$ cat src/rtl/hippo_mem_arbiter.sv
// Two-port arbiter in front of a single-port synchronous memory.
// Round-robin grants with an optional per-port lock for atomic read-modify-write.
module hippo_mem_arbiter #(
  parameter int unsigned ADDR_W = 10,
  parameter int unsigned DATA_W = 8
) (
  input  logic                   clk_i,
  input  logic                   rst_i,
  input  logic [1:0]             req_i,
  input  logic [1:0]             we_i,
  input  logic [1:0][ADDR_W-1:0] addr_i,
  input  logic [1:0][DATA_W-1:0] wdata_i,
  input  logic [1:0]             lock_i,
  output logic [1:0]             gnt_o,
  output logic [1:0]             rvalid_o,
  output logic [DATA_W-1:0]      rdata_o,
  output logic [ADDR_W-1:0]      mem_addr_o,
  output logic                   mem_we_o,
  output logic [DATA_W-1:0]      mem_data_o,
  input  logic [DATA_W-1:0]      mem_data_i
);

  typedef enum logic [1:0] {
    FREE  = 2'd0,
    LOCK0 = 2'd1,
    LOCK1 = 2'd2
  } state_t;

  state_t     state;
  logic       prio;
  logic [1:0] gnt;
  logic       sel;

  // Same-cycle grant; reset masks it immediately, independent of the clock.
  always_comb begin
    gnt = 2'b00;
    case (state)
      FREE: begin
        if (req_i == 2'b11) gnt = prio ? 2'b10 : 2'b01;
        else                gnt = req_i;
      end
      LOCK0:   gnt = {1'b0, req_i[0]};
      LOCK1:   gnt = {req_i[1], 1'b0};
      default: gnt = 2'b00;
    endcase
    if (rst_i) gnt = 2'b00;
  end

  assign sel   = gnt[1];
  assign gnt_o = gnt;

  // Memory port follows the granted requester, parked at zero when idle.
  always_comb begin
    mem_addr_o = '0;
    mem_we_o   = 1'b0;
    mem_data_o = '0;
    if (gnt != 2'b00) begin
      mem_addr_o = addr_i[sel];
      mem_we_o   = we_i[sel];
      mem_data_o = wdata_i[sel];
    end
  end

  // Memory returns data one cycle after the address, aligned with rvalid_o.
  assign rdata_o = mem_data_i;

  always_ff @(posedge clk_i or posedge rst_i) begin
    if (rst_i) begin
      state    <= FREE;
      prio     <= 1'b0;
      rvalid_o <= 2'b00;
    end else begin
      rvalid_o <= gnt & ~we_i;
      case (state)
        FREE: begin
          if (gnt != 2'b00) begin
            prio <= ~sel;
            if (lock_i[sel]) state <= sel ? LOCK1 : LOCK0;
          end
        end
        // Lock is released on the first edge that samples lock low; prio then hands over.
        LOCK0: begin
          if (!lock_i[0]) begin
            state <= FREE;
            prio  <= 1'b1;
          end
        end
        LOCK1: begin
          if (!lock_i[1]) begin
            state <= FREE;
            prio  <= 1'b0;
          end
        end
        default: state <= FREE;
      endcase
    end
  end

endmodule

$ cat config.mk
export PLATFORM = sky130hd
export DESIGN_NAME = hippo_mem_arbiter
export DESIGN_NICKNAME = d
export VERILOG_FILES = /design/src/rtl/hippo_mem_arbiter.sv
export SDC_FILE = /design/constraint.sdc
export NUM_CORES = 1
export LEC_CHECK = 0
export CORE_ASPECT_RATIO = 0.6
export CORE_MARGIN = 2
export CORE_UTILIZATION = 26
export CTS_CLUSTER_SIZE = 16
export DETAILED_ROUTE_END_ITERATION = 10
export PLACE_DENSITY = 0.81
export SLEW_MARGIN = 15
export SYNTH_ARGS = -nofsm -noshare
export SYNTH_HDL_FRONTEND = slang
export SYNTH_SLANG_ARGS = --single-unit
$ cat constraint.sdc
create_clock -name clk_i -period 2.2 [get_ports clk_i]
set_clock_uncertainty 0.1 [all_clocks]
set_input_delay 0.33 -clock clk_i [delete_from_list [all_inputs] [get_ports clk_i]]
set_output_delay 0.33 -clock clk_i [all_outputs]
set_load 0.005 [all_outputs]
## Yosys cells after proc, flatten, opt, wreduce, memory -nomap -nowiden

Cells that the tools add are included.

- Register bits after elaboration: 5
- Output and inout port bits: 31
- Bits in read-only memories: 0
- Bits in latches: 0
- Word-level logic and storage cells: 44
- RAM bits: 0
- Input bits: 52
- Memories kept: 0

- Add/subtract/negate cells: 0
- Div/mod/pow operators: 0
- Reductions and logical operators: 5
- Shift operators: 0
- Mux-type cells: 25
- Order comparisons: 1
- Bitwise operators: 3
- Equal/unequal tests: 7
- Multipliers: 0

Operators with widths:

| operator | number |
|---|---|
| $mux 10 | 3 |
| $mux 8 | 3 |
| $mux 2 | 8 |
| $pmux 2 s3 | 2 |
| $mux 1 | 8 |
| $ne 2x2->1 const B | 4 |
| $reduce_and 4->1 | 2 |
| $eq 2x2->1 const B | 2 |
| $pmux 1 s3 | 1 |
| $reduce_bool 3->1 | 1 |
| $and 2x2->2 | 1 |
| $eq 2x1->1 const B | 1 |
| $logic_not 2->1 | 1 |
| $lt 1x2->1 const B | 1 |
| $not 2->2 | 1 |
| $reduce_bool 2->1 | 1 |
| $not 1->1 | 1 |

## Logic depth before layout (Yosys ltp)

- Word-level depth: 9
- Gate-level depth with buffers: 7

## Least setup slack after synthesis

OpenSTA, ideal clock, no wires.

- Path kind: flip-flop to output port
- From: register state[0]
- To: output mem_addr_o[0]
- Stages on the path, launching flop included: 7
- Arrival time: 1606 ps
- Path slack: 164 ps
- Buffers on the path: 1
- Cells stage by stage: dfrtp_1 > ha_1 > or3b_4 > nor2_4 > nor2_4 > buf_6 > a22o_1

- Word-level cells in the longest chain between the ends: 6
- Elaborated cells between the ends (all ways): 9
- Those cells by class: eq/ne: 2; mux: 5; reduce/logical: 2

RTL lines:

| item | line | RTL |
|---|---|---|
| start: declaration | 29 | `state_t state;` |
| start signal: assignment | 78 | `if (lock_i[sel]) state <= sel ? LOCK1 : LOCK0;` |
| $eq 2x2->1 (tied with other cells) | 37 | `case (state)` |
| $pmux 2 s3 * | 37 |  |
| $mux 2 * | 46 | `if (rst_i) gnt = 2'b00;` |
| $mux 10 (not written as such) (2 in a row) | 58 | `mem_addr_o = addr_i[sel];` |
| $mux 10 * | 57 | `if (gnt != 2'b00) begin` |
| end: declaration | 17 | `output logic [ADDR_W-1:0] mem_addr_o,` |

Every way passes the cells marked *; elsewhere a longest branch is shown, timed or not. The select of a mux whose other input is x is not followed.

## Final worst setup path

- From: register state[0]
- To: output mem_addr_o[2]

The elaborated chain is that of the path after synthesis.

==> flow_summary_export.csv <==
group,metric,value,unit
timing,rsz0062_at_grt,"yes",
clock_network,htreeDepth,1,
timing,post-route-period-util,107,%
setup_path,critPathCaptureType,"output pin",
clock_network,cts_num_sinks,5,
setup_path,critPathRequiredTime,1770,ps
timing,finalHoldViolations,0,
setup_path,cp-start-kind,"register",
clock_network,clk_latency,220,ps
global_route,grt_max_degree,17,
place,dp.cells,176,
detailed_routing,drc,0,
detailed_routing,wl_per_cell,14.8,um
detailed_routing,first_pass_iters,4,
detailed_routing,ant_nets,0,
floorplan,rows,14,
power_and_ir_drop,irDropWorstVdd,0.384,mV
detailed_routing,vias,913,
power_and_ir_drop,switchingPower,0.559,mW
power_and_ir_drop,p_per_area,954,nW/um^2
global_route,grt_pass1_wl,4230,um
power_and_ir_drop,power.static_leakage,0.704,nW
global_route,grt_overflow,0,
setup_path,crit_type,"register to output pin",
yosys,ys_top_cells_by_area,"a22o_1 (27%), dfrtp_1 (19%), ha_1 (9.3%), buf_4 (9.0%), o311ai_4 (3.9%)",
yosys,avgSynthCellArea,8.94,um^2
setup_path,path_buf_inv,2,
place,pre_cts_ws,-497,ps
clock_network,path_clk_slew,40,ps
yosys,yosys_warnings,0,
yosys,synth_simple_gate_area_share,14.0,%
setup_path,crit_chain,"ha_4, or3b_4, nor2_4, nor2_4, buf_12, a22o_1, buf_2",
timing,fmax,426,MHz
status,violations,"negative setup slack",
global_route,grt_usage,18.0,%
clock_network,numCtsBuffers,3,
timing,setup_viol,19,
yosys,synthCells,75,
timing,report.final.slew_viol_count,0,
floorplan,die_x,69.6,um
setup_path,regToRegSetupSlack,180,ps
power_and_ir_drop,finalPower,1.41,mW
timing,post-route-min-period,2350,ps
cells_and_area,layout-drive-gt1-share,37.3,%
status,status,"complete, but fails checks",
place,place.gp.congestion,0.951,
yosys,synthMuxAreaShare,0,%
clock_network,cts_buffer_depth,2,
yosys,synth_area,671,um^2
detailed_routing,drt_iter0_drc,35,
cells_and_area,n_antenna_cell,0,
cells_and_area,final_util,59.9,%
timing,slew_headroom,78.5,%
yosys,synth-compound-area-share,42.5,%
setup_path,crit_path_top_delay_cell,"dfrtp_1",
floorplan,design.core.area,2470,um^2
setup_path,critical_path.top_delay_family,"simple AND/OR/NAND/NOR gates",
setup_path,max_stage_delay,410,ps
cells_and_area,layout.cells.non_filler,185,
cells_and_area,area_growth,121,%
yosys,yosysUniqueCellTypes,25,
setup_path,cp_max_fo,16,
place,dp_hpwl,2200,um
clock_network,holdBufCountCts,0,
yosys,yosysTopAreaCell,"a22o_1",
power_and_ir_drop,pwr-share-seq,10.7,%
yosys,synth_seq_area_share,18.7,%
power_and_ir_drop,switching_share,39.6,%
yosys,synth_top_family_by_area,"compound AO/OA/AOI/OAI gates",
power_and_ir_drop,p_clk_share,12.1,%
clock_network,cts-root-buf,"clkbuf_8",
place,port_buffers,66,
floorplan,start_util,27.2,%
power_and_ir_drop,combPwrFrac,77.2,%
detailed_routing,post_drt_via_cell_ratio,4.94,
cells_and_area,nNetsFinal,211,
min_path,hp-class,"input pin to asynchronous set/reset pin",
setup_path,cp.arrival,1920,ps
floorplan,dieArea,3010,um^2
global_route,grt_pass1_vias,908,
yosys,syn_nets,132,
job,cap_violations,0,
power_and_ir_drop,intPower,0.852,mW
yosys,netlist.area_leader.share,27.4,%
timing,worst_pin_slew,322,ps
yosys,synth_xor_area_share,0,%
setup_path,path_common_cell,"nor2_4",
timing,fin_ws,-147,ps
floorplan,die_h,43.3,um
detailed_routing,routed_wl,2740,um
yosys,synth_fa_ha_area_share,9.33,%
clock_network,cts_tree,"built",
yosys,synth-seq-cells,5,
floorplan,boundaryPins,83,
global_route,antenna_found_initial,0,
[sequential cells by signal (all words and copies together), names as in the netlist]
name	cells
prio	1
rvalid_o	2
state	2
[metal layers]
metal	track usage, %	vias to the layer above	share of wire [%]
li1	-	432	-
met1	23.0	426	45
met2	31.5	49	48
met3	3.26	6	5.3
met4	6.27	0	1.5
met5	0	-	0
[synthesized netlist by cell type]
cell      instances
a22o_1           21
dfrtp_1           5
o211ai_1          1
a21oi_1           1
buf_4             8
nor2_4            2
inv_1             6
nand3_1           1
nor3_1            1
o21bai_1          1
buf_2             2
o21ai_0           2
buf_6             1
and3_1            1
a21o_1            2
ha_1              5
nor2_1            2
nand2_1           4
nand2b_1          1
a21oi_2           1
or3b_4            1
o21ai_2           1
nor3b_1           2
a31oi_1           2
o311ai_4          1
[final timing paths]
kind / from / end / cells after the start
worst max-delay path: state[0]$_DFFE_PP0P_ / mem_addr_o[2] / 7
worst min-delay path: rst_i / prio$_DFFE_PP0P_ / 2
worst max register to register: state[0]$_DFFE_PP0P_ / state[1]$_DFFE_PP0P_ / 6
worst min register to register: prio$_DFFE_PP0P_ / prio$_DFFE_PP0P_ / 3
max in group asynchronous: rst_i / rvalid_o[1]$_DFF_PP0_ / 2
min in group clk_i: prio$_DFFE_PP0P_ / prio$_DFFE_PP0P_ / 3
[stage by stage]
| step | hold WS (ps) | instance area, um^2 | setup TNS, ps |
|---|---|---|---|
| 5_1_grt | 118 | 1480 | -3520 |
| 3_3_place_gp | 492 | 1410 | -8680 |
| 4_1_cts | 87.5 | 1440 | -2010 |
| 3_5_place_dp | 504 | 1410 | -9530 |
| 6_report | 104 | 1480 | -2320 |
| 2_1_floorplan | 8.52 | 671 | 0 |
[power groups by stage]
stage	sequential, mW	clock, mW	combinational, mW
global placement	0.139	0	0.986
CTS	0.140	0.174	1.05
finish	0.150	0.171	1.09
floorplan	0.148	0	0.489
global route	0.154	0.179	1.18
detailed placement	0.140	0	1.01
[worst register-to-register path, stage by stage, from the launching register on]
cell and delay [ps]:
dfrtp_1 410, ha_4 190, or3b_4 390, buf_4 180, o311ai_4 310, nand3_1 140
a22o_1 190
[kinds of logic (layout without fill, tap and decap cells)]
group / Yosys count / in the layout
flip-flops: 5 / 5
AO/OA/AOI/OAI: 33 / 33
AND/OR/NAND/NOR: 15 / 15
buffers and inverters: 17 / 95
adder cells (fa/ha/maj): 5 / 5
[repair_timing]
action	CTS	global route
pin swaps	4	1
gates resized for setup	88	11
setup buffers	4	2
setup endpoints to repair	21	21
[final cells by class]
cell class	instances	area [um^2]
sequential	5	125
tap	32	40.0
multi-input combinational	53	499
clock buffer	4	45.0
fill	201	991
inverter	6	27.5
timing repair buffer	85	742
[cells in the final DEF, fill, tap and decap left out, types with 2 or more instances in the layout]
| master | instances |
|---|---|
| buf_4 | 15 |
| clkdlybuf4s50_1 | 43 |
| dfrtp_1 | 5 |
| a31oi_1 | 2 |
| dlygate4sd2_1 | 2 |
| buf_6 | 3 |
| inv_4 | 2 |
| a22o_1 | 21 |
| ha_2 | 2 |
| clkbuf_8 | 3 |
| nand2_1 | 3 |
| ha_4 | 3 |
| buf_12 | 2 |
| nor2_4 | 2 |
| inv_1 | 4 |
| a21o_1 | 2 |
| nor2_1 | 2 |
| o21ai_0 | 2 |
| buf_2 | 18 |
Note: power is estimated with default switching activity, not from simulation.
